### src/rtl/ps2_key_event_rx.sv
// PS/2 keyboard receiver: line filtering, frame check, E0/F0 prefix decode, FWFT event FIFO.
// Optional inter-bit frame timeout enabled by defining PS2_FRAME_TIMEOUT_EN.
module ps2_key_event_rx #(
  parameter int SAMPLE_DIV  = 4,
  parameter int FILTER_LEN  = 8,
  parameter int FIFO_DEPTH  = 4,
  parameter int TIMEOUT_CYC = 50000
) (
  input  logic                          clk,
  input  logic                          rstn,
  input  logic                          ps2_clk,
  input  logic                          ps2_data,
  input  logic                          evt_ready,
  output logic                          evt_valid,
  output logic [7:0]                    evt_code,
  output logic                          evt_ext,
  output logic                          evt_break,
  output logic [4:0]                    evt_hex,
  output logic [$clog2(FIFO_DEPTH):0]   fifo_count,
  output logic                          frame_err,
  output logic                          overflow
);

  localparam int DW = (SAMPLE_DIV > 1) ? $clog2(SAMPLE_DIV) : 1;
  localparam int PW = $clog2(FIFO_DEPTH);
  localparam int CW = PW + 1;

  typedef enum logic [1:0] {S_IDLE, S_DATA, S_PARITY, S_STOP} state_t;

  logic [1:0]            clk_sync, dat_sync;
  logic [DW-1:0]         div_cnt;
  logic                  sample_stb;
  logic [FILTER_LEN-1:0] clk_flt, dat_flt;
  logic                  clk_f, dat_f, clk_f_d, clk_fall;

  assign sample_stb = (div_cnt == DW'(SAMPLE_DIV - 1));

  always_ff @(posedge clk or negedge rstn) begin
    if (!rstn) begin
      clk_sync <= '1;
      dat_sync <= '1;
      div_cnt  <= '0;
      clk_flt  <= '1;
      dat_flt  <= '1;
      clk_f    <= 1'b1;
      dat_f    <= 1'b1;
      clk_f_d  <= 1'b1;
    end else begin
      clk_sync <= {clk_sync[0], ps2_clk};
      dat_sync <= {dat_sync[0], ps2_data};
      div_cnt  <= sample_stb ? '0 : div_cnt + 1'b1;
      if (sample_stb) begin
        clk_flt <= {clk_flt[FILTER_LEN-2:0], clk_sync[1]};
        dat_flt <= {dat_flt[FILTER_LEN-2:0], dat_sync[1]};
      end
      // Filtered lines only move on unanimous history, otherwise hold
      if (&clk_flt)       clk_f <= 1'b1;
      else if (~|clk_flt) clk_f <= 1'b0;
      if (&dat_flt)       dat_f <= 1'b1;
      else if (~|dat_flt) dat_f <= 1'b0;
      clk_f_d <= clk_f;
    end
  end

  assign clk_fall = clk_f_d & ~clk_f;

  state_t      state, state_n;
  logic [2:0]  bitcnt, bitcnt_n;
  logic [7:0]  shreg, shreg_n;
  logic        par_bit, par_n;
  logic        byte_done, byte_done_n, frame_err_n;
  logic        tmo_hit;

`ifdef PS2_FRAME_TIMEOUT_EN
  localparam int TW = $clog2(TIMEOUT_CYC + 1);
  logic [TW-1:0] tmo_cnt;

  assign tmo_hit = (state != S_IDLE) && (tmo_cnt == TW'(TIMEOUT_CYC));

  always_ff @(posedge clk or negedge rstn) begin
    if (!rstn)                             tmo_cnt <= '0;
    else if (state == S_IDLE || clk_fall)  tmo_cnt <= '0;
    else if (!tmo_hit)                     tmo_cnt <= tmo_cnt + 1'b1;
  end
`else
  assign tmo_hit = 1'b0;
`endif

  always_comb begin
    state_n     = state;
    bitcnt_n    = bitcnt;
    shreg_n     = shreg;
    par_n       = par_bit;
    byte_done_n = 1'b0;
    frame_err_n = 1'b0;
    if (tmo_hit) begin
      state_n     = S_IDLE;
      frame_err_n = 1'b1;
    end else if (clk_fall) begin
      unique case (state)
        S_IDLE: begin
          if (!dat_f) begin
            state_n  = S_DATA;
            bitcnt_n = '0;
          end
        end
        S_DATA: begin
          shreg_n  = {dat_f, shreg[7:1]};
          bitcnt_n = bitcnt + 1'b1;
          if (bitcnt == 3'd7) state_n = S_PARITY;
        end
        S_PARITY: begin
          par_n   = dat_f;
          state_n = S_STOP;
        end
        S_STOP: begin
          if (dat_f && (^{shreg, par_bit})) byte_done_n = 1'b1;
          else                              frame_err_n = 1'b1;
          state_n = S_IDLE;
        end
        default: state_n = S_IDLE;
      endcase
    end
  end

  always_ff @(posedge clk or negedge rstn) begin
    if (!rstn) begin
      state     <= S_IDLE;
      bitcnt    <= '0;
      shreg     <= '0;
      par_bit   <= 1'b0;
      byte_done <= 1'b0;
      frame_err <= 1'b0;
    end else begin
      state     <= state_n;
      bitcnt    <= bitcnt_n;
      shreg     <= shreg_n;
      par_bit   <= par_n;
      byte_done <= byte_done_n;
      frame_err <= frame_err_n;
    end
  end

  // shreg is stable for the byte_done cycle since the FSM is back in IDLE
  logic ext_flag, brk_flag, is_e0, is_f0, push;

  assign is_e0 = (shreg == 8'hE0);
  assign is_f0 = (shreg == 8'hF0);
  assign push  = byte_done && !is_e0 && !is_f0;

  always_ff @(posedge clk or negedge rstn) begin
    if (!rstn) begin
      ext_flag <= 1'b0;
      brk_flag <= 1'b0;
    end else if (frame_err || push) begin
      ext_flag <= 1'b0;
      brk_flag <= 1'b0;
    end else if (byte_done) begin
      if (is_e0) ext_flag <= 1'b1;
      if (is_f0) brk_flag <= 1'b1;
    end
  end

  logic [9:0]    mem [FIFO_DEPTH];
  logic [PW-1:0] wr_ptr, rd_ptr;
  logic [CW-1:0] count;
  logic          full, pop, do_push;
  logic [9:0]    head;
  logic [4:0]    hex_raw;

  assign full    = (count == CW'(FIFO_DEPTH));
  assign pop     = evt_valid && evt_ready;
  assign do_push = push && (!full || pop);

  always_ff @(posedge clk) begin
    if (do_push) mem[wr_ptr] <= {ext_flag, brk_flag, shreg};
  end

  always_ff @(posedge clk or negedge rstn) begin
    if (!rstn) begin
      wr_ptr   <= '0;
      rd_ptr   <= '0;
      count    <= '0;
      overflow <= 1'b0;
    end else begin
      overflow <= push && full && !pop;
      if (do_push) wr_ptr <= wr_ptr + 1'b1;
      if (pop)     rd_ptr <= rd_ptr + 1'b1;
      unique case ({do_push, pop})
        2'b10:   count <= count + 1'b1;
        2'b01:   count <= count - 1'b1;
        default: count <= count;
      endcase
    end
  end

  assign head       = mem[rd_ptr];
  assign evt_valid  = (count != '0);
  assign fifo_count = count;
  assign evt_code   = evt_valid ? head[7:0] : '0;
  assign evt_break  = evt_valid & head[8];
  assign evt_ext    = evt_valid & head[9];

  always_comb begin
    hex_raw = 5'h1F;
    unique case (head[7:0])
      8'h45: hex_raw = 5'h00;
      8'h16: hex_raw = 5'h01;
      8'h1E: hex_raw = 5'h02;
      8'h26: hex_raw = 5'h03;
      8'h25: hex_raw = 5'h04;
      8'h2E: hex_raw = 5'h05;
      8'h36: hex_raw = 5'h06;
      8'h3D: hex_raw = 5'h07;
      8'h3E: hex_raw = 5'h08;
      8'h46: hex_raw = 5'h09;
      8'h1C: hex_raw = 5'h0A;
      8'h32: hex_raw = 5'h0B;
      8'h21: hex_raw = 5'h0C;
      8'h23: hex_raw = 5'h0D;
      8'h24: hex_raw = 5'h0E;
      8'h2B: hex_raw = 5'h0F;
      8'h5A: hex_raw = 5'h10;
      8'h66: hex_raw = 5'h11;
      8'h0D: hex_raw = 5'h12;
      default: hex_raw = 5'h1F;
    endcase
  end

  assign evt_hex = evt_valid ? hex_raw : 5'h1F;

endmodule

### config.mk
export PLATFORM = sky130hd
export DESIGN_NAME = ps2_key_event_rx
export DESIGN_NICKNAME = d
export VERILOG_FILES = /design/src/rtl/ps2_key_event_rx.sv
export SDC_FILE = /design/constraint.sdc
export NUM_CORES = 1
export LEC_CHECK = 0
export CORE_ASPECT_RATIO = 0.6
export CORE_UTILIZATION = 44
export DETAILED_ROUTE_END_ITERATION = 6
export GPL_TIMING_DRIVEN = 0
export SLEW_MARGIN = 0
export SYNTH_ARGS = -nofsm -noshare
export SYNTH_HDL_FRONTEND = slang
export SYNTH_SLANG_ARGS = --single-unit
### constraint.sdc
create_clock -name clk -period 3.82 [get_ports clk]
set_input_delay 1.146 -clock clk [delete_from_list [all_inputs] [get_ports clk]]
set_output_delay 1.146 -clock clk [all_outputs]
set_load 0.02 [all_outputs]
Word-level counts from Yosys, hierarchy flattened
Memories as Yosys holds them, arrays and structs flattened.
Cells that the tools add are included.
- memories: 1
- register bits after elaboration: 51
- memory bits (writable): 40
- input port bits: 5
- reduce and logical (&&, ||, !) cells: 31
- equal/unequal tests: 33
- add/sub/neg operators: 6
- muxes and demuxes: 28
- bitwise operators: 4
- memory list (name ; words ; width ; rd ports ; clocked after Yosys merged registers in ; wr ports ; line ; source):
    mem ; 4 ; 10 ; 1 ; 0 ; 1 ; 164 ; logic [9:0] mem [FIFO_DEPTH];
- operator list (kind ; number):
    $pmux W5 S19 ; 1
    $eq A8 B6 Y1 const B ; 11
    $eq A8 B7 Y1 const B ; 4
    $eq A8 B5 Y1 const B ; 3
    $mux W1 ; 18
    $eq A8 B8 Y1 const B ; 2
    $reduce_and A8 Y1 ; 2
    $reduce_or A8 Y1 ; 2
    $pmux W3 S2 ; 2
    $reduce_bool A2 Y1 ; 5
    $reduce_xor A9 Y1 ; 1
    $eq A2 B2 Y1 const B ; 4
    $eq A8 B4 Y1 const B ; 1
    $mux W8 ; 1
    $ne A2 B2 Y1 const B ; 4
    $pmux W2 S4 ; 1
    $reduce_and A2 Y1 ; 4
    $logic_and A1 B1 Y1 ; 7
    $add A2 B1 Y2 const B ; 3
    $add A3 B1 Y3 const B ; 2
    $eq A3 B3 Y1 const B ; 2
    $mux W2 ; 3
    $reduce_and A3 Y1 ; 2
    $mux W5 ; 1
    9 further kinds ; 16

Longest topological paths before layout
Gate-level depths: netlist of run 1.
- depth after elaboration: 7
- mapped depth: 9

Least setup slack after synthesis of run 1
OpenSTA, ideal clock, no wires.
- path kind: register to output
- start: register rd_ptr[0]
- end: output evt_hex[4]
- path buffers: 1
- path slack: 0.314 ns
- arrival: 2.360 ns
- required time: 2.674 ns
- cell stages (with the launch flop): 8
- cells stage by stage: dfrtp_1 > buf_6 > mux4_2 > or4b_4 > o32ai_2 > nand2_1 > nand3_1 > o2111ai_1
- word-level cells in the longest chain between the ends: 4
- elaborated cells on any way between the ends: 22
- RTL lines (what ; line ; source):
    start, declared ; 165 ; logic [PW-1:0] wr_ptr, rd_ptr;
    start signal, assigned ; 188 ; if (pop) rd_ptr <= rd_ptr + 1'b1;
    $mem_v2 Z4 W10 (*) ; -- ;
    $eq A8 B4 Y1, or another cell as far along ; 206 ; unique case (head[7:0])
    $pmux W5 S19 (*) ; 206 ;
    $mux W5 (*) ; 230 ; assign evt_hex = evt_valid ? hex_raw : 5'h1F;
    end, declared ; 18 ; output logic [4:0] evt_hex,
Every way passes the cells marked *; elsewhere a longest branch is shown, timed or not.

Worst setup path in the final report of run 1
- start: register rd_ptr[0]
- end: output evt_hex[3]
The elaborated chain is that of the path after synthesis.

==> results.md, run 1 <==
Layout:
- Of the cells placed in the final design, the portion with a size suffix greater than 1 is 0.2919.
- The number of nets at the end of the flow is 382.
- The area growth from synthesis to final layout is 20.44%.
- 0 antenna diodes ended up in the layout.
- The cell area after layout is 0.005182 mm².
- The final cell count without fillers is 500.

Setup path:
- The sort of element at the end of the critical path is a primary output.
- The number of buffers and inverters on the critical path is 2.
- The worst setup path is of the register to primary output kind.
- For the worst flop-to-flop path, the logic depth is 8.
- The endpoint required time on the critical path is 2.67 ns.
- Tracing the worst setup path back leads to its startpoint at rd_ptr[0].
- Traced cell by cell, the critical path runs through buf_12 > mux4_2 > or4b_4 > o32ai_4 > nand2_2 > nand4_2 > nand4_1 > buf_2.
- The startpoint type of the worst setup path is a register.
- The largest fanout on the critical path is 7.
- The kind of cell with the highest combined delay on the critical path is simple AND/OR/NAND/NOR gates.
- In this run the critical register-to-register path is launched from shreg[5].
- The setup check on the worst reg-to-reg path leaves a slack of 0.65 ns.
- The maximum cell stage delay along the critical path is 0.60 ns.
- Data arrives at the worst endpoint at 2.84 ns.
- The cell with the largest stage delay on the worst path is sky130_fd_sc_hd__or4b_4.
- The worst register-to-register path ends at fifo_count[2].
- The depth of the critical timing path with buffers and inverters included is 8.
- The endpoint of the most critical setup path is evt_hex[3].

Clock network:
- The total clock buffers created by CTS is 9.
- Hold repair after CTS inserted 0 buffers.
- Clock-pin slew was measured on the worst setup and hold paths at 0.06 ns.
- The clock root buffer is sky130_fd_sc_hd__clkbuf_16.
- The number of levels in the clock H-tree is 3.
- The number of sinks on the clock net is 91.
- The later pin in the worst-skew pair is clocked with a latency of 0.33 ns.
- The clock tree from TritonCTS is yes.
- The number of buffers on the longest clock path is 2.

Routing:
- The overall routed net length is 8399 µm.
- The total vias in the final route is 2707.
- The number of nets with antenna violations after detailed routing is 0.
- The number of iterations in the first detailed-routing pass is 4.
- The count of routing violations after the opening detailed-route iteration is 238.
- Dividing the detail-routed wire length by the instance count gives 16.80 µm.
- The routed via count divided by cell count is 5.414.
- In the routed design, unresolved DRC markers number 0.

GRT:
- The number of antenna violations at the first check in global routing is 0.
- Global routing finished with a remaining overflow of 0.
- For this run, the total global-route usage over all layers was measured as 0.1821.
- The global-route wire length before repair is 13760 µm.
- The via count of the first global-routing pass was 2601.
- Entering global routing, the biggest net connects 40 pins.

Timing:
- The headroom to the max-slew limit is 0.4385.
- Across the routed clock network, the largest skew measured is 0.005138 ns.
- The number of endpoints failing setup at the final stage is 5.
- The share of the clock period used by the worst path is 1.044.
- The routed design could run at a clock period as short as 3.988 ns.
- The setup slack after layout is -0.1675 ns.
- For this run, the top clock speed supported by timing is 0.2508 GHz.
- The count of pins over their slew limit is 0.
- The count of final hold-check violations is 0.
- Setup repair after global routing could not meet its margin everywhere.
- The aggregate negative setup slack is -0.7557 ns.
- The transition time of the tightest slew-check pin is 0.8314 ns.

Placement:
- In this run the cell area measured after placement is 0.004721 mm².
- The estimated wirelength of the detail-placed design is 5816 µm.
- The congestion estimate from routability-driven global placement came to 0.9061.
- In this run, placement finished with an instance count of 476.
- Buffers placed on the I/O ports in this run total 24.

Flow run:
- The number of max-cap violations is 0.

Logic synthesis:
- The area share of the largest cell type after synthesis is 0.2792.
- The async set-reset flop share out of synthesis is 0.5604.
- After synthesis the cells add up to 0.004303 mm².
- The unique cell type count in the Yosys netlist is 53.
- After synthesis, the cell types taking the most area are sky130_fd_sc_hd__edfxtp_1 28%, sky130_fd_sc_hd__dfrtp_1 16%, sky130_fd_sc_hd__dfstp_2 14%.
- The main flop type after synthesis is sky130_fd_sc_hd__edfxtp_1.
- The number of warnings issued by yosys is 0.
- A synthesized cell averages 13.40 µm².
- The register bit count reported by yosys is 91.
- The biggest area consumer among synthesized cells is sky130_fd_sc_hd__edfxtp_1.
- The share of the Yosys chip area taken by registers is 0.5824.
- The number of nets produced by synthesis is 338.
- After technology mapping, the gate count stands at 321.
- The number of flops mapped to enable cells by yosys is 40.

Min path:
- The classification of the worst-slack hold path is register to register.
- The worst hold path startpoint is dat_sync[0].
- The cell count of the worst hold path is 0.

Power and ir drop:
- In this run the static leakage power is 1.918 nW.
- The areal power density over the cells is 642.3 mW/mm².
- The peak ir drop on the vdd network is 0.0003526 V.

Die:
- The number of placed I/O pins is 26.
- The floorplan has 27 rows.
- The height of the chip is 78.60 µm.
- The die extent in x is 129.7 µm.
- The starting density of the core is 0.4615.
- The die covers 0.01019 mm².
- The core region is 0.009324 mm².

Status:
- The final reports fail on negative setup slack.
- The run finished, with violations left.
-- cells in the mapped netlist, drive strengths merged, types with 2 or more instances --
library cell,number
or3b,3
nor2b,2
mux2,25
mux4,10
or4bb,3
o2111ai,2
or4,4
ha,11
or3,2
o41ai,4
and2,14
dfrtp,28
o22ai,2
a32o,2
edfxtp,40
nand2,18
xnor2,15
nand3,12
a211oi,4
dfstp,23
nor2,15
a21oi,7
clkbuf,6
o21ai,10
nand2b,5
inv,12
nand4b,3
nand4bb,2
nor4b,2
nand4,5
nor3,7
buf,7
-- layout by cell type, fill, tap and decap left out, types with 12 or more instances in the layout --
cell type,instances
sky130_fd_sc_hd__dfrtp_1,27
sky130_fd_sc_hd__and2_1,14
sky130_fd_sc_hd__nand2_1,17
sky130_fd_sc_hd__edfxtp_1,40
sky130_fd_sc_hd__nor2_1,15
sky130_fd_sc_hd__inv_1,12
sky130_fd_sc_hd__mux2_2,25
sky130_fd_sc_hd__xnor2_1,15
sky130_fd_sc_hd__dfstp_2,23
sky130_fd_sc_hd__clkdlybuf4s50_1,18
-- per-stage QoR --
| stage | util | setup WS, ns | power [mW] | hold slack (ns) |
|---|---|---|---|---|
| after detailed placement | 0.5063 | -0.4250 | 2.284 | 0.3491 |
| final | 0.5558 | -0.1675 | 3.329 | 0.3579 |
| after CTS | 0.5514 | -0.1704 | 3.339 | 0.3585 |
| after global routing | 0.5558 | -0.3044 | 3.516 | 0.3591 |
| after global placement | 0.5047 | -0.4708 | 2.263 | 0.3453 |
| after floorplan | - | 0.3140 | 1.904 | 0.3452 |
-- sequential cells by signal (all words and copies together) (netlist names), 2 cells and up --
name and cells:
state 2, clk_sync 2, dat_flt 8, dat_sync 2, mem 40, bitcnt 3, clk_flt 8, shreg 8
fifo_count 3, wr_ptr 2, div_cnt 2, rd_ptr 2
-- timing repair --
item                       CTS  global route
setup buffers                7             1
pin swaps                    5             2
cloned                       0             0
setup endpoints to repair    5             5
gates resized for setup     33             7
-- logic make-up after synthesis --
logic type,Yosys count,synth area share
flip-flops,91,0.5824
adder cells (fa/ha/maj),12,0.03664
AO/OA/AOI/OAI,39,0.06339
buffers and inverters,25,0.02500
XOR/XNOR,16,0.03257
multiplexers,36,0.1210
AND/OR/NAND/NOR,102,0.1390
-- power by group --
group	switching, mW	internal (mW)
Combinational	0.612	0.563
Sequential	0.0820	1.10
Clock	0.357	0.611
Total	1.05	2.28
-- layer usage --
layer	up-vias	share of wire	global-route usage	wire length, µm
met3	9	0.063	0.05521	530
met1	1338	0.52	0.2835	4395
met5	-	0	0	0
met4	0	0.0098	0.04535	82
li1	1283	-	-	-
met2	77	0.40	0.2428	3391
-- worst min-delay path by stage --
stage	to
2_1_floorplan	clk_sync[1]
3_5_place_dp	dat_sync[1]
4_1_cts	dat_sync[1]
3_3_place_gp	clk_sync[1]
5_1_grt	dat_sync[1]
6_report	dat_sync[1]
-- worst register-to-register path, stage by stage, from the launching register on --
cell and delay, ns:
sky130_fd_sc_hd__dfrtp_1 0.54, sky130_fd_sc_hd__nand4b_1 0.14, sky130_fd_sc_hd__o41ai_1 0.70, sky130_fd_sc_hd__clkbuf_1 0.42, sky130_fd_sc_hd__nand3_1 0.16, sky130_fd_sc_hd__fa_1 0.44
sky130_fd_sc_hd__or3_1 0.39, sky130_fd_sc_hd__a31oi_1 0.17, sky130_fd_sc_hd__o41ai_1 0.09
-- final cells by class --
type,instances,area (µm²)
Timing Repair Buffer,33,299.0
Clock inverter,5,82.58
Tap cell,130,162.7
Multi-Input combinational cell,205,1757
Fill cell,781,4141
Buffer,13,76.32
Sequential cell,91,2507
Inverter,12,45.04
Clock buffer,11,252.7
Power figures use the tool's default switching activity.
==> run 2: changes to the inputs <==
Settings changed: CELL_PAD_IN_SITES_DETAIL_PLACEMENT from default to 0, CELL_PAD_IN_SITES_GLOBAL_PLACEMENT from default to 1, CORE_ASPECT_RATIO 0.6 to default, CORE_MARGIN from default to 3, PLACE_DENSITY_LB_ADDON from default to 0.1.
==> results.md, run 2 (synthesis gave the netlist of run 1 again) <==
Status:
- The flow ran to the end, but the final reports show violations.
- The checks that failed: negative setup slack.

Setup path:
- The type of the worst setup path is register to primary output.
- At the worst endpoint, the required time is 2.67 ns.
- In this design, the stage delay of the slowest critical-path cell is 0.49 ns.
- The cell occurring most often along the worst timing path is sky130_fd_sc_hd__buf_4.
- The largest fanout on the critical path is 6.
- The data arrival time at the worst-slack endpoint is 2.83 ns.
- The sum of buffers and inverters on the critical path is 3.
- The slowest stage of the critical path belongs to the cell sky130_fd_sc_hd__or4bb_1.
- The worst register-to-register path has a depth of 8.
- The signal on the critical path passes through buf_12 > mux4_2 > buf_4 > or4bb_1 > a211oi_2 > nor3_2 > nand4_2 > nand4_1 > buf_4.
- The worst setup path is captured at a primary output.
- The kind of cell with the highest combined delay on the critical path is simple AND/OR/NAND/NOR gates.
- The critical path crosses 9 cells after its start point.
- STA classifies the critical path startpoint as a register.

Timing:
- The worst hold slack is 0.3589 ns.
- The setup slack after layout is -0.1529 ns.
- The worst clock skew is 0.009927 ns.
- For the final routed database, the setup TNS stands at -0.6675 ns.
- The count of pins over their slew limit was 0.
- Setup violations remaining at the end of the flow were counted as 5.
- Setup repair after global routing could not meet its margin everywhere.
- The transition time of the tightest slew-check pin is 0.7349 ns.
- The headroom to the max-slew limit is 0.5037.
- Based on the critical path, the design can be clocked at up to 0.2517 GHz.
- The share of the clock period used by the worst path is 1.040.
- The final period demand of the worst path is 3.973 ns.
- The count of final hold-check violations is 0.

Layout:
- Once layout is complete, the cells apart from fillers number 498.
- The area growth from synthesis to final layout is 18.09%.
- The register with the most flip-flops in the layout has 40 of them.
- The number of inserted diodes is 0.
- The filler cell count is 813.
- mem holds more flip-flops than any other register.
- The library cell used most frequently in the layout, excluding fill and tap cells, is sky130_fd_sc_hd__edfxtp_1.
- The library cells used most frequently in the layout, excluding fill and tap cells, are 40 x sky130_fd_sc_hd__edfxtp_1, 27 x sky130_fd_sc_hd__dfrtp_1, 25 x sky130_fd_sc_hd__mux2_2, 23 x sky130_fd_sc_hd__dfstp_2, 18 x sky130_fd_sc_hd__clkdlybuf4s50_1.
- In the final design database the tool counted 381 nets.
- Of the cells placed in the final design, the portion with a size suffix greater than 1 is 0.2927.

Power and ir drop:
- The switching share of power is 0.3164.
- The leakage component of the power is 1.873 nW.
- The areal power density over the cells is 612.3 mW/mm².
- The share of total power dissipated in the clock network is 0.239.
- The internal portion of the total power is 2.127 mW.
- Of the total power, registers draw 0.381.
- The peak ir drop on the vdd network is 0.0002694 V.
- The combinational group share of total power is 0.380.
- The switching power is 0.9844 mW.

Clock network:
- The total clock buffers created by CTS is 9.
- TritonCTS built the clock tree.
- The number of buffers on the longest clock path is 2.
- The insertion delay to the later sink of the worst-skew pair is 0.35 ns.
- The H-tree generated during clock tree synthesis spans 3 levels.
- The clock root buffer is sky130_fd_sc_hd__clkbuf_8.
- For this design, the sink count on the clock tree is 91.
- After clock tree synthesis, the clock-pin slew on the worst setup and hold paths is 0.08 ns.

GRT:
- The total congestion overflow is 0.
- The first global-routing pass estimated 13570 µm of wire.
- The number of antenna violations at the first check in global routing is 0.
- For this run, the total global-route usage over all layers was measured as 0.1551.
- The via count of the first global-routing pass was 2689.
- The largest net degree at the start of global routing is 34.

Die:
- 26 I/O pins were placed.
- The height of the chip is 104.9 µm.
- The total core area is 0.009371 mm².
- The total die area is 0.01100 mm².
- The floorplan has 35 rows.
- The starting density of the core is 0.4591.
- Measured along the x axis, the die boundary spans 104.9 µm.

Routing:
- In this run the remaining antenna-violating nets after routing total 0.
- Across all layers, the routed design uses 2643 vias.
- The count of routing violations after the opening detailed-route iteration is 151.
- Using the TritonRoute via totals, the vias-per-cell ratio works out to 5.307.
- The average wire per cell in the routed design is 15.72 µm.
- For this run, design rule violations remaining after detail routing come to 0.
- Wires add up to 7828 µm.
- The number of iterations in the first detailed-routing pass is 4.

Placement:
- The final weighted congestion in routability-driven placement is 0.8132.
- The estimated wirelength of the detail-placed design is 5597 µm.
- The total placed cells including tap cells is 475.
- During placement, the flow inserted port buffers numbering 24.

Min path:
- The cell count of the worst hold path is 0.
- The tightest min-delay check is of the register to register type.

Flow run:
- The number of max-cap violations is 0.
-- run 2: cell count changes in the layout (fill, tap and decap cells not counted), moves of 2 or more --
cell                        before  now
sky130_fd_sc_hd__clkbuf_16       9    0
sky130_fd_sc_hd__clkbuf_8        2    9
sky130_fd_sc_hd__a211oi_2        0    2
sky130_fd_sc_hd__buf_4           9   11
sky130_fd_sc_hd__clkbuf_2        0    2
sky130_fd_sc_hd__clkbuf_4        2    0
-- run 2: path summary, 6_finish.rpt --
check	from	slack (ns)	to
worst min register to register	dat_sync[0]	0.36	dat_sync[1]
min in group asynchronous	rstn	0.72	overflow
worst min-delay path	dat_sync[0]	0.36	dat_sync[1]
max in group asynchronous	rstn	2.50	clk_f
worst max register to register	shreg[2]	0.63	fifo_count[2]
worst max-delay path	rd_ptr[0]	-0.15	evt_hex[3]
-- run 2: stage by stage --
stage | total power [mW] | util | worst slack [ns] | instance area (µm²)
4_1_cts | 3.128 | 0.5386 | -0.1465 | 5047
3_5_place_dp | 2.279 | 0.5036 | -0.4337 | 4720
3_3_place_gp | 2.267 | 0.5020 | -0.4317 | 4705
5_1_grt | 3.298 | 0.5422 | -0.2546 | 5081
6_report | 3.111 | 0.5422 | -0.1529 | 5081
2_1_floorplan | 1.904 | - | 0.3140 | 4303
-- run 2: worst reg2reg max path, cell delays in order (launching register included) --
cell                       delay, ns
sky130_fd_sc_hd__dfrtp_1        0.48
sky130_fd_sc_hd__nand4b_1       0.23
sky130_fd_sc_hd__o41ai_1        0.63
sky130_fd_sc_hd__clkbuf_1       0.50
sky130_fd_sc_hd__nand3_1        0.17
sky130_fd_sc_hd__fa_1           0.45
sky130_fd_sc_hd__or3_1          0.38
sky130_fd_sc_hd__a31oi_1        0.17
sky130_fd_sc_hd__o41ai_1        0.09
-- run 2: per-layer routing --
metal  share of wire  vias up  wire length, µm  global-route usage
met1            0.44     1308             3456              0.1934
met5               0        -                0                   0
met4           0.024        0              187             0.06842
met3           0.027       16              208             0.02285
li1                -     1279                -                   -
met2            0.51       40             3976              0.2676
-- run 2: cell type report --
cell class,count,area (µm²),area share
Timing Repair Buffer,32,312.8,0.06156
Multi-Input combinational cell,205,1740,0.3425
Inverter,12,45.04,0.008865
Sequential cell,91,2507,0.4935
Clock inverter,5,101.3,0.01995
Clock buffer,11,131.4,0.02586
Buffer,13,81.33,0.01601
Tap cell,129,161.4,0.03177
-- run 2: what timing repair did --
action / 4_1_cts / 5_1_grt
gates cloned: 1 / 0
setup endpoints to repair: 7 / 5
resized for setup: 35 / 8
hold buffers: 0 / 0
pin swaps: 1 / 3
setup buffers: 6 / 0
-- run 2: power by group through the flow --
stage                     clock network [mW]  logic [mW]  registers (mW)
after floorplan                            0       0.707            1.20
after global placement                     0        1.06            1.20
after detailed placement                   0        1.07            1.21
after CTS                              0.763        1.18            1.18
after global routing                   0.798        1.30            1.20
final                                  0.744        1.18            1.18
==> run 3: changes to the inputs <==
Settings changed: REMOVE_ABC_BUFFERS from default to 1.
==> results.md, run 3 (synthesis gave the netlist of run 1 again) <==
Status:
- The flow ran to the end, but the final reports show violations.
- The checks that failed: negative setup slack.

Routing:
- The count of routing violations after the opening detailed-route iteration is 151.
- The routed via count divided by cell count is 5.472.
- For this run, the detailed router's first-pass iteration total came to 4.
- The number of remaining DRC errors is 0.
- The total vias in the final route is 2780.
- The overall routed net length is 8321 µm.
- Once detail routing completed, the nets flagged for antenna violations numbered 0.
- In the final routed layout, each cell accounts on average for 16.38 µm.

Timing:
- The worst clock skew is 0.01458 ns.
- The highest clock frequency the design can meet is 0.2482 GHz.
- The count of pins over their slew limit is 0.
- The count of final hold-check violations is 0.
- Setup repair after global routing could not meet its margin everywhere.
- The share of the clock period used by the worst path is 1.055.
- The number of endpoints failing setup at the final stage is 5.
- At the pin with the least slew margin, the transition time is 0.7269 ns.
- The worst pin sits at a relative slew slack of 0.5154.
- After layout, the worst setup slack is -0.2086 ns.
- The final period demand of the worst path is 4.029 ns.

Power and ir drop:
- The leakage component of the power is 1.949 nW.
- The areal power density over the cells is 588.2 mW/mm².
- The design draws 3.077 mW.
- Across the VDD grid, the largest voltage drop is 0.0002742 V.

Min path:
- The cell count of the worst hold path is 0.
- The endpoint with the worst hold slack is dat_sync[1].
- The worst hold path begins at dat_sync[0].
- The classification of the worst-slack hold path is register to register.

Setup path:
- The startpoint of the lowest-slack register-to-register path is shreg[2].
- Setup slack on the worst reg-to-reg path comes out at 1.27 ns.
- The kind of cell with the highest combined delay on the critical path is simple AND/OR/NAND/NOR gates.
- The cell with the largest stage delay on the worst path is sky130_fd_sc_hd__mux4_2.
- The endpoint identified for the worst register-to-register timing path is fifo_count[2].
- The worst setup path is launched from a register.
- The sort of element at the end of the critical path is a primary output.
- The endpoint required time on the critical path is 2.67 ns.
- Walking the worst path, the cells encountered are buf_8 > mux4_2 > or3b_4 > nor4_2 > nor3_2 > nand3_1 > o2111ai_1 > buf_4.
- The largest fanout on the critical path is 6.
- The maximum cell stage delay along the critical path is 0.52 ns.
- At the worst endpoint, the arrival time is 2.88 ns.
- The worst register-to-register path has a depth of 8.
- Counting both buffers and inverters, the worst setup path holds a total of 2.
- The type of the worst setup path is register to primary output.

Layout:
- The library cell used most frequently in the layout, excluding fill and tap cells, is sky130_fd_sc_hd__edfxtp_1.
- Leaving out fill and tap cells, the most frequent cells in the layout are 40 x sky130_fd_sc_hd__edfxtp_1, 26 x sky130_fd_sc_hd__dfrtp_1, 25 x sky130_fd_sc_hd__mux2_2, 24 x sky130_fd_sc_hd__buf_4, 23 x sky130_fd_sc_hd__dfstp_2.
- The final cell count without fillers is 508.
- The flip-flop count of the largest register after layout is 40.
- The final layout contains 391 nets.
- The number of inserted diodes is 0.
- Of the cells placed in the final design, the portion with a size suffix greater than 1 is 0.3430.
- The area growth from synthesis to final layout is 21.58%.
- The largest register by flop count is mem.

GRT:
- The layer flagged by global routing as most heavily used is met2.
- In the global route stage, met1 resource usage came out at 0.1990.
- The via count of the first global-routing pass came to 2808.
- The number of antenna violations at the first check in global routing is 0.
- Entering global routing, the biggest net connects 43 pins.
- For met2 alone, demand over resource in global routing was 0.2649.
- Global routing finished with a remaining overflow of 0.
- The overall global routing resource usage is 0.1589.
- For this run, global-route usage on met3 was measured as 0.03150.
- The first global-routing pass estimated 13990 µm of wire.

Clock network:
- No sink is reached through more buffers than the 2 on the longest clock path.
- The clock-pin slew reported for the worst setup and hold paths after clock tree synthesis is 0.10 ns.
- The later pin in the worst-skew pair is clocked with a latency of 0.36 ns.
- The root buffer cell chosen for the clock tree is sky130_fd_sc_hd__clkbuf_8.
- The number of sinks on the clock net is 91.
- The clock tree from TritonCTS is yes.
- The total clock buffers created by CTS is 9.
- Hold repair after CTS inserted 0 buffers.
- The number of levels in the clock H-tree is 3.

Placement:
- Port buffering added 25 buffers.
- The final weighted congestion in routability-driven placement is 0.7842.
- The wire-length estimate of the detail-placed layout is 4948 µm.
- The total placed cells including tap cells is 464.

Die:
- The die is 104.9 µm wide.
- The height of the chip is 104.9 µm.
- The region available for standard cell placement spans 0.009371 mm².
- The die covers 0.01100 mm².
- The floorplan has 35 rows.
- The starting density of the core is 0.4591.
- During I/O placement, the number of pins put on the boundary was 26.

Flow run:
- Max-cap violations in this run came to 0.
[run 3: cell count changes in the layout (fill, tap and decap cells not counted), moves of 2 or more]
cell	before	now
sky130_fd_sc_hd__buf_4	11	24
sky130_fd_sc_hd__clkbuf_1	6	0
sky130_fd_sc_hd__buf_2	6	1
sky130_fd_sc_hd__buf_6	0	5
sky130_fd_sc_hd__bufinv_16	3	0
sky130_fd_sc_hd__buf_8	0	2
sky130_fd_sc_hd__clkbuf_2	2	0
sky130_fd_sc_hd__inv_4	0	2
sky130_fd_sc_hd__inv_6	0	2
sky130_fd_sc_hd__inv_8	0	2
sky130_fd_sc_hd__mux4_2	9	11
[run 3: per-layer routing]
| layer | vias to the layer above | routed length (µm) |
|---|---|---|
| li1 | 1323 | - |
| met1 | 1349 | 3558 |
| met2 | 84 | 4106 |
| met3 | 24 | 388 |
| met4 | 0 | 267 |
| met5 | - | 0 |
[run 3: layout make-up]
cell class                      count  area [µm²]
Tap cell                          129       161.4
Fill cell                         825        4140
Clock buffer                        9       123.9
Clock inverter                      7       68.82
Sequential cell                    91        2511
Multi-Input combinational cell    207        1819
Timing Repair Buffer               53       501.7
Inverter                           12       45.04
[run 3: what timing repair did]
action,CTS,global route
buffers inserted,22,4
endpoints found under the setup margin,12,5
pin swaps,6,7
gates cloned,2,0
gates resized for setup,42,13
[run 3: worst max path at each step]
stage | start | end | slack [ns] | depth (start not counted)
2_1_floorplan | rd_ptr[0] | evt_hex[4] | 0.04 | 6
3_3_place_gp | rd_ptr[0] | evt_hex[4] | -0.76 | 7
3_5_place_dp | rd_ptr[0] | evt_hex[4] | -0.77 | 7
4_1_cts | rd_ptr[0] | evt_hex[3] | -0.18 | 8
5_1_grt | rd_ptr[0] | evt_hex[3] | -0.34 | 8
6_report | rd_ptr[0] | evt_hex[4] | -0.21 | 8
[run 3: per-stage QoR]
step / setup WS (ns) / cell area [µm²] / setup TNS [ns] / hold slack [ns] / util
floorplan: 0.04196 / 4240 / 0 / 0.3452 / -
global placement: -0.7610 / 4652 / -3.708 / 0.3460 / 0.4964
detailed placement: -0.7713 / 4682 / -3.653 / 0.3479 / 0.4996
CTS: -0.1782 / 5136 / -0.8434 / 0.3541 / 0.5481
global route: -0.3350 / 5231 / -1.617 / 0.3634 / 0.5582
finish: -0.2086 / 5231 / -0.9190 / 0.3527 / 0.5582
[run 3: report_power, final]
group | internal (mW) | switching, mW
clock network | 0.256 | 0.363
registers | 1.11 | 0.118
logic | 0.639 | 0.594
total | 2.00 | 1.08
